[src/rtl/router_in_buffer.sv]
// Per-input-port ingress FIFO feeding one client slot of the round-robin arbiter.
// Optional same-cycle bypass of an empty buffer: define ROUTER_IN_BUFFER_BYPASS_EN.
module router_in_buffer #(
    parameter int unsigned DEPTH        = 4,
    parameter int unsigned DATA_WIDTH   = 32,
    parameter int unsigned AFULL_THRESH = 3
) (
    input  logic                         clk,
    input  logic                         rst_n,
    input  logic                         in_valid,
    input  logic [DATA_WIDTH-1:0]        in_data,
    output logic                         in_ready,
    output logic                         out_valid,
    output logic [DATA_WIDTH-1:0]        out_data,
    input  logic                         out_pop,
    output logic [$clog2(DEPTH+1)-1:0]   count,
    output logic                         almost_full,
    output logic                         overflow_err,
    output logic                         underflow_err
);

    localparam int unsigned PTR_W = $clog2(DEPTH);
    localparam int unsigned CNT_W = $clog2(DEPTH+1);

    logic [DATA_WIDTH-1:0] mem_q [DEPTH];
    logic [DATA_WIDTH-1:0] mem_d [DEPTH];
    logic [PTR_W-1:0]      wr_ptr_q, wr_ptr_d;
    logic [PTR_W-1:0]      rd_ptr_q, rd_ptr_d;
    logic [CNT_W-1:0]      count_q, count_d;
    logic                  overflow_q, overflow_d;
    logic                  underflow_q, underflow_d;

    logic push;
    logic pop;
    logic bypass_take;

    assign in_ready      = (count_q != CNT_W'(DEPTH));
    assign almost_full   = (count_q >= CNT_W'(AFULL_THRESH));
    assign count         = count_q;
    assign overflow_err  = overflow_q;
    assign underflow_err = underflow_q;

    // Head presentation; the bypass lets an empty buffer forward the incoming flit.
`ifdef ROUTER_IN_BUFFER_BYPASS_EN
    always_comb begin
        out_valid   = (count_q != '0) || in_valid;
        out_data    = (count_q == '0) ? in_data : mem_q[rd_ptr_q];
        bypass_take = (count_q == '0) && in_valid && out_pop;
    end
`else
    always_comb begin
        out_valid   = (count_q != '0);
        out_data    = mem_q[rd_ptr_q];
        bypass_take = 1'b0;
    end
`endif

    always_comb begin
        push        = in_valid && in_ready;
        pop         = out_pop && out_valid;
        mem_d       = mem_q;
        wr_ptr_d    = wr_ptr_q;
        rd_ptr_d    = rd_ptr_q;
        count_d     = count_q;
        overflow_d  = overflow_q | (in_valid && !in_ready);
        underflow_d = underflow_q | (out_pop && !out_valid);

        // A bypassed-and-consumed flit never touches storage.
        if (push && !bypass_take) begin
            mem_d[wr_ptr_q] = in_data;
            wr_ptr_d        = wr_ptr_q + PTR_W'(1);
        end
        if (pop && !bypass_take) begin
            rd_ptr_d = rd_ptr_q + PTR_W'(1);
        end

        if (push && !pop) begin
            count_d = count_q + CNT_W'(1);
        end else if (pop && !push) begin
            count_d = count_q - CNT_W'(1);
        end
    end

    always_ff @(posedge clk or negedge rst_n) begin
        if (!rst_n) begin
            for (int unsigned i = 0; i < DEPTH; i++) begin
                mem_q[i] <= '0;
            end
            wr_ptr_q    <= '0;
            rd_ptr_q    <= '0;
            count_q     <= '0;
            overflow_q  <= 1'b0;
            underflow_q <= 1'b0;
        end else begin
            mem_q       <= mem_d;
            wr_ptr_q    <= wr_ptr_d;
            rd_ptr_q    <= rd_ptr_d;
            count_q     <= count_d;
            overflow_q  <= overflow_d;
            underflow_q <= underflow_d;
        end
    end

endmodule

[config.mk]
export PLATFORM = sky130hd
export DESIGN_NAME = router_in_buffer
export DESIGN_NICKNAME = d
export VERILOG_FILES = /design/src/rtl/router_in_buffer.sv
export SDC_FILE = /design/constraint.sdc
export NUM_CORES = 1
export LEC_CHECK = 0
export CAP_MARGIN = 20
export CORE_MARGIN = 8
export CORE_UTILIZATION = 40
export CTS_CLUSTER_DIAMETER = 60
export DETAILED_ROUTE_END_ITERATION = 6
export GPL_TIMING_DRIVEN = 0
export PLACE_DENSITY = 0.67
export SLEW_MARGIN = 20
export SYNTH_ARGS = -nofsm -noshare
export SYNTH_HDL_FRONTEND = slang
export SYNTH_SLANG_ARGS = --single-unit
export TNS_END_PERCENT = 1
[constraint.sdc]
create_clock -name clk -period 2.6 [get_ports clk]
set_input_delay 0.39 -clock clk [delete_from_list [all_inputs] [get_ports clk]]
set_output_delay 0.39 -clock clk [all_outputs]
set_load 0.01 [all_outputs]
==> metrics.sh, run 1 <==
RUN_STATUS='complete, no violations'
FINALNETCOUNT=493
SYNTH_SEQ_CELLS=137
ANTENNA-DIODE-COUNT=0
REPLACE_CONGESTION=0.714
DIE_HEIGHT_UM=145
CRIT_REQUIRED_NS=2.21
DRIVE_GT1_SHARE_PCT=48.3
SYNTH_FP_NETS=397
HPWLAFTERDP_MM=8.70
VIAS=3380
WORST_IR_DROP_VDD_uV=601
FINALWORSTPATHREQUIREDPERIOD_NS=2.54
MOST-COMMON-LAYOUT-CELLS='136 x sky130_fd_sc_hd__dfrtp_1, 120 x sky130_fd_sc_hd__mux2_4, 71 x sky130_fd_sc_hd__clkdlybuf4s50_1, 32 x sky130_fd_sc_hd__mux4_2, 17 x sky130_fd_sc_hd__clkbuf_16'
VIA_COUNT_OF_THE_FIRST_GLOBAL_ROUTING_PASS=3902
HOLD_PATH.CLASS='flop to flop'
POWER.DENSITY_CELL_AREA_mW_PER_MM2=1440
FLOORPLAN.DIE_AREA_MM2=0.0210
HOLD_START='underflow_err$_DFF_PN0_'
CRITICAL_PATH.STARTPOINT='rd_ptr_q[0]$_DFFE_PN0P_'
TRITONCTS_NUM_SINKS=137
AREAGROWTHSYNTHTOFINISH_PCT=25.5
TOTAL_LEAKAGE_POWER_nW=3.63
YS_WARN_COUNT=0
FLOORPLAN.INITIALDENSITY_PCT=40.5
FINISH.UTILIZATION_PCT=50.9
HOLD_VIO_CNT_FINAL=0
TIMING.RR.START='count[1]$_DFFE_PN0P_'
TOTAL_GRT_OVERFLOW=0
INITIALDRTVIOLATIONCOUNT=135
SETUP-VIOLATIONS-FINAL=0
SEQUENTIAL_CELL_AREA_MM2=0.00343
TRITONCTS.NUM_BUFFERS=17
SLEW_HEADROOM_PCT=59.2
SETUP.WORST_PATH.CLASS='flop to output pin'
MEASURED_SLEW_AT_THE_WORST_SLEW_CHECK_PIN_NS=0.612
AVGVIACOUNTPERCELL=4.96
FILL_CELLS=1305
SYNTH_AREA_PER_CELL_UM2=18.7
TIMING.MAX_CAP.VIOLATIONS=0
FIRST_PASS_ITERS=4
CORE_AREA_MM2=0.0164
PIN_COUNT_OF_THE_BIGGEST_NET_ENTERING_GLOBAL_ROUTING=80
DIE_WIDTH_UM=145
GRTUSAGETOTAL_PCT=13.9
FMAXACHIEVABLE_MHz=394
NUMPLACEDINSTANCES=651
FINAL-INSTANCE-COUNT-EXCL-FILL=682
WORST_SETUP_PATH_START_KIND='flop'
SYN_INST=355
SYNTH.YOSYS.SEQ_AREA_SHARE_PCT=51.5
FIN_SKEW_NS=0.00756
CLK_LATENCY_NS=0.42
CP_MAX_FO=10
ROUTE.ANTENNA.REMAINING_NETS=0
CP_ARRIVAL_NS=2.15
TOP_LEVEL_PORTS=76
MULTI_INPUT_AREA_MM2=0.00287
YOSYSUNIQUECELLTYPES=23
COMMONEST_NON_FILL_NON_TAP_CELL_IN_THE_LAYOUT='sky130_fd_sc_hd__dfrtp_1'
FINAL_MAX_SLEW_VIOL_COUNT=0
REPORT.POWER.TOTAL_mW=12.0
GRT_FIRST_PASS_WIRELENGTH_MM=22.7
CORE.ROWCOUNT=47
FIN_HOLD_WS_NS=0.478
ROUTED_WIRE_LENGTH_PER_INSTANCE_UM=20.2
ANTENNA_VIOLATIONS_BEFORE_REPAIR=0
TIMING.CRITICAL_PATH.TO_TYPE='output pin'
GRT_SETUP_UNREPAIRED='true'
TOTALWIRELENGTH_MM=13.8
HTREE_NUM_LEVELS=4
NETLIST_AREA_MM2=0.00665
CTS.PATH.MAX_BUFFERS=2
CTS_TREE='built'
CLOCK-ROOT-BUFFER='sky130_fd_sc_hd__clkbuf_16'
TIMING.FINAL.CRIT_SHARE_PCT=97.5
CLK_TRANSITION_REPORTED_PATHS_NS=0.06
FIN_SETUP_TNS_NS=0
PORT_BUFFERS=75
ROUTE.DETAILED.DRC=0
## sequential cells by signal, indices dropped and copies added (netlist names)
name	count
rd_ptr_q	2
underflow_err	1
mem_q	128
wr_ptr_q	2
count	3
overflow_err	1
## metal layers
metal  GRT usage [%]  vias to the layer above  part of all wire (%)
met3            4.45                       11                   3.8
met5               0                        -                     0
met4            4.26                        0                  0.97
met2            21.2                       69                    48
li1                -                     1486                     -
met1            18.6                     1814                    47
## worst paths after layout
path	end	slack [ns]	cells after the start
hold / removal	underflow_err$_DFF_PN0_	0.48	1
setup reg to reg	count[1]$_DFFE_PN0P_	0.30	7
hold reg to reg	underflow_err$_DFF_PN0_	0.48	1
setup / recovery	out_data[10]	0.06	3
min in group asynchronous	mem_q[107]$_DFFE_PN0P_	0.55	2
max in group asynchronous	rd_ptr_q[0]$_DFFE_PN0P_	1.34	3
## critical path, stage by stage (launching register included)
cell and delay (ns):
sky130_fd_sc_hd__dfrtp_2 0.49, sky130_fd_sc_hd__buf_8 0.20, sky130_fd_sc_hd__mux4_2 0.53, sky130_fd_sc_hd__clkdlybuf4s50_1 0.50
## Yosys cell counts, drive strengths merged
master  number  share of area (%)
or3b         1               0.13
inv          5               0.28
nand2        1              0.056
a21o         1               0.13
o21bai       2               0.23
dfrtp      137                 52
fa           1               0.30
clkbuf       5               0.28
and2         1               0.11
xor2         2               0.26
and3         4               0.68
ha           5               0.94
nand3        2               0.15
xnor2        4               0.53
or3          1               0.11
mux2       129                 29
o21ai        1              0.075
buf         20                4.7
nor2         1              0.056
mux4        32                 11
## timing repair
action	in CTS	in global routing
endpoints found under the hold margin	74	0
hold buffers	1	0
buffers inserted	2	0
endpoints found under the setup margin	32	9
gates resized for setup	13	8
## layout make-up
cell class | instances | area share, %
Timing Repair Buffer | 79 | 9.77
Tap cell | 220 | 3.30
Inverter | 5 | 0.225
Clock buffer | 22 | 5.56
Buffer | 23 | 4.48
Multi-Input combinational cell | 188 | 34.4
Sequential cell | 137 | 41.1
Clock inverter | 8 | 1.17
## where the power goes
part,internal (mW),switching (mW),total (mW)
logic,3.87,1.93,5.81
registers,3.24,0.651,3.89
clock network,1.45,0.877,2.32
total,8.56,3.46,12.0
## per-stage QoR
stage | cell area (um2) | setup WS, ns
finish | 8350 | 0.0639
global route | 8350 | -0.0173
CTS | 8320 | 0.0192
detailed placement | 7710 | -0.129
global placement | 7680 | -4.11
floorplan | 6650 | 0.372
## cells by family (layout without fill, tap and decap cells)
| family | after synthesis | after routing | synth area share, % |
|---|---|---|---|
| adder cells (fa/ha/maj) | 6 | 6 | 1.24 |
| XOR/XNOR | 6 | 6 | 0.790 |
| AND/OR/NAND/NOR | 11 | 11 | 1.30 |
| multiplexers | 161 | 161 | 39.4 |
| AO/OA/AOI/OAI | 4 | 4 | 0.433 |
| flip-flops | 137 | 137 | 51.5 |
| buffers and inverters | 30 | 137 | 5.25 |
No activity file was read; power rests on OpenSTA's default activity.
==> run 2, diff against run 1 <==
CTS_CLUSTER_DIAMETER = 150   (was 60)
==> results of run 2 <==
Same layout as run 1: the final DEF is identical, and so are final timing and power.
==> run 3, diff against run 2 <==
CTS_BUF_LIST = sky130_fd_sc_hd__clkbuf_8   (was not set)
PLACE_DENSITY = 0.69   (was 0.67)
clock period = 2.3 ns   (was 2.6 ns; I/O delays follow)
==> metrics.sh, run 3 (synthesized netlist as in run 1, its figures left out) <==
POST-PLACE-WS_NS=-0.419  # -0.290 ns
DRIVE_GT1_SHARE_PCT=54.4  # +6.1 points
SETUP.WORST_PATH.CLASS='flop to flop'
AREAGROWTHSYNTHTOFINISH_PCT=22.5
TIMING.MAX_CAP.VIOLATIONS=0  # unchanged
FILL_CELLS=1335  # +2.3%
SETUP-VIOLATIONS-FINAL=0  # unchanged
TOTAL_LEAKAGE_POWER_nW=3.57  # -1.6%
INITIALDRTVIOLATIONCOUNT=176  # +30%
MEASURED_SLEW_AT_THE_WORST_SLEW_CHECK_PIN_NS=0.431  # -0.181 ns
FMAXACHIEVABLE_MHz=440
CRITICAL-PATH-MAX-STAGE-DELAY_NS=0.43  # -0.10 ns
CRITPATHBUFINV=2  # unchanged
GLOBAL_ROUTE.USAGE.MET3_PCT=3.58  # -0.87 points
DIE_WIDTH_UM=145  # unchanged
FIN_SKEW_NS=0.0125  # +0.00492 ns
FINALWORSTPATHREQUIREDPERIOD_NS=2.27
REPLACE_CONGESTION=0.708  # -0.85%
MOST-COMMON-LAYOUT-CELLS='133 x sky130_fd_sc_hd__dfrtp_1, 120 x sky130_fd_sc_hd__mux2_4, 40 x sky130_fd_sc_hd__clkdlybuf4s50_1, 32 x sky130_fd_sc_hd__mux4_2, 21 x sky130_fd_sc_hd__clkbuf_8'
WORST_SETUP_PATH_START_KIND='flop'
VIA_COUNT_OF_THE_FIRST_GLOBAL_ROUTING_PASS=4011  # +2.8%
GRTUSAGETOTAL_PCT=13.8  # -0.14 points
FLIP_FLOP_COUNT_OF_THE_LARGEST_REGISTER_AFTER_LAYOUT=128  # unchanged
REPORT.POWER.TOTAL_mW=12.7  # +5.3%
FIRST_PASS_ITERS=4  # unchanged
PORT_BUFFERS=75  # unchanged
FINALNETCOUNT=494  # +0.20%
SLEW_HEADROOM_PCT=71.3  # +12 points
TOTALWIRELENGTH_MM=13.6  # -1.0%
FLOORPLAN.INITIALDENSITY_PCT=40.5  # unchanged
FIN_SETUP_TNS_NS=0  # unchanged
CLOCK-ROOT-BUFFER='sky130_fd_sc_hd__clkbuf_8'
VIAS=3416  # +1.1%
ANTENNA_VIOLATIONS_BEFORE_REPAIR=0  # unchanged
CLK_LATENCY_NS=0.45  # +0.03 ns
CTS_TREE='built'
GRT_SETUP_UNREPAIRED='true'
POWER.DENSITY_CELL_AREA_mW_PER_MM2=1550  # +8.0%
PIN_COUNT_OF_THE_BIGGEST_NET_ENTERING_GLOBAL_ROUTING=85  # +6.3%
ROUTE.ANTENNA.REMAINING_NETS=0  # unchanged
HPWLAFTERDP_MM=8.89  # +2.2%
GRT_FIRST_PASS_WIRELENGTH_MM=22.8  # +0.30%
CLK_TRANSITION_REPORTED_PATHS_NS=0.08  # +0.02 ns
CP_MAX_FO=8  # -2
TRITONCTS.NUM_BUFFERS=17  # unchanged
CP_ARRIVAL_NS=2.59  # +0.44 ns
GLOBALROUTE.BUSIESTLAYER='met2'
TOTAL_GRT_OVERFLOW=0  # unchanged
CRIT_REQUIRED_NS=2.62  # +0.41 ns
GLOBALROUTEMET1UTIL_PCT=17.1  # -1.5 points
CP_CELL_INSTANCES='or3b_1, buf_6, and2_2, ha_2, inv_1, fa_1, mux2_2'
TIMING.CRITICAL_PATH.TO_TYPE='flop'
TRITONCTS_NUM_SINKS=137  # unchanged
CORE_AREA_MM2=0.0164  # unchanged
ROUTE.DETAILED.DRC=0  # unchanged
WORST_IR_DROP_VDD_uV=544  # -9.3%
HTREE_NUM_LEVELS=4  # unchanged
TIMING.FINAL.CRIT_SHARE_PCT=98.7
AVGVIACOUNTPERCELL=4.99  # +0.62%
CTS.PATH.MAX_BUFFERS=2  # unchanged
DIE_HEIGHT_UM=145  # unchanged
ROUTED_WIRE_LENGTH_PER_INSTANCE_UM=19.9  # -1.5%
GRTUSAGEMET2_PCT=22.6  # +1.4 points
PATH_DELAY_FAMILY='adder cells'
NUMPLACEDINSTANCES=651  # unchanged
SETUP_SLACK_NS=0.0292  # -0.0348 ns
RUN_STATUS='complete, no violations'
ANTENNA-DIODE-COUNT=0  # unchanged
TOP_LEVEL_PORTS=76  # unchanged
LARGEST-REGISTER='mem_q'
FIN_HOLD_WS_NS=0.392  # -0.0857 ns
FINAL_MAX_SLEW_VIOL_COUNT=0  # unchanged
HOLD_VIO_CNT_FINAL=0  # unchanged
HOLD_PATH.CLASS='input port to async pin'
COMMONEST_NON_FILL_NON_TAP_CELL_IN_THE_LAYOUT='sky130_fd_sc_hd__dfrtp_1'
CORE.ROWCOUNT=47  # unchanged
FINAL-INSTANCE-COUNT-EXCL-FILL=685  # +0.44%
FLOORPLAN.DIE_AREA_MM2=0.0210  # unchanged
CRIT_SLOWEST_CELL='sky130_fd_sc_hd__dfrtp_2'
run 3: cell types whose count changed in the layout (fill, tap and decap cells not counted), moves of 2 or more:
cell,delta
sky130_fd_sc_hd__clkbuf_2,+19
sky130_fd_sc_hd__clkbuf_16,-17
sky130_fd_sc_hd__dfrtp_1,-3
sky130_fd_sc_hd__clkbuf_1,-3
sky130_fd_sc_hd__clkdlybuf4s15_1,+10
sky130_fd_sc_hd__dlygate4sd2_1,+2
sky130_fd_sc_hd__buf_12,+2
sky130_fd_sc_hd__clkdlybuf4s50_1,-31
sky130_fd_sc_hd__clkbuf_8,+19
sky130_fd_sc_hd__dfrtp_2,+3
run 3: power by group:
group	switching, mW	leakage (nW)	total [mW]	internal (mW)
clock network	0.925	0.208	2.08	1.15
logic	2.21	1.74	6.20	3.99
registers	0.726	1.62	4.39	3.66
run 3: timing repair:
item	CTS	global route
resized for setup	76	34
hold buffers	1	0
endpoints found under the setup margin	34	32
cloned	0	0
buffers inserted	2	1
hold endpoints to repair	53	0
run 3: metal layers:
metal	up-vias	routed length (um)
li1	1494	-
met1	1850	6210
met2	57	6810
met3	15	392
met4	0	204
met5	-	0
run 3: per-stage QoR:
stage,cell area [um2],utilization [%]
after floorplan,6650,-
after global placement,7680,46.8
after detailed placement,7710,47.0
after CTS,8210,50.0
after global routing,8150,49.6
final,8150,49.6
run 3: path summary, 6_finish.rpt:
kind | start | endpoint | slack (ns) | cells past startpoint
setup / recovery | count[1]$_DFFE_PN0P_ | count[1]$_DFFE_PN0P_ | 0.03 | 7
hold / removal | rst_n | mem_q[46]$_DFFE_PN0P_ | 0.39 | 2
setup reg to reg | count[1]$_DFFE_PN0P_ | count[1]$_DFFE_PN0P_ | 0.03 | 7
hold reg to reg | overflow_err$_DFF_PN0_ | overflow_err$_DFF_PN0_ | 0.49 | 1
max in group asynchronous | rst_n | mem_q[100]$_DFFE_PN0P_ | 1.16 | 3
min in group clk | overflow_err$_DFF_PN0_ | overflow_err$_DFF_PN0_ | 0.49 | 1
run 3: layout make-up:
| class | instances | area [um2] | area share [%] |
|---|---|---|---|
| plain buffers | 23 | 385 | 4.73 |
| clock buffers | 20 | 275 | 3.38 |
| clock inverters | 12 | 148 | 1.81 |
| inverters | 5 | 18.8 | 0.230 |
| multi-input cells | 188 | 2880 | 35.3 |
| flip-flops and latches | 137 | 3430 | 42.2 |
| well taps | 220 | 275 | 3.38 |
| repair buffers | 80 | 731 | 8.97 |
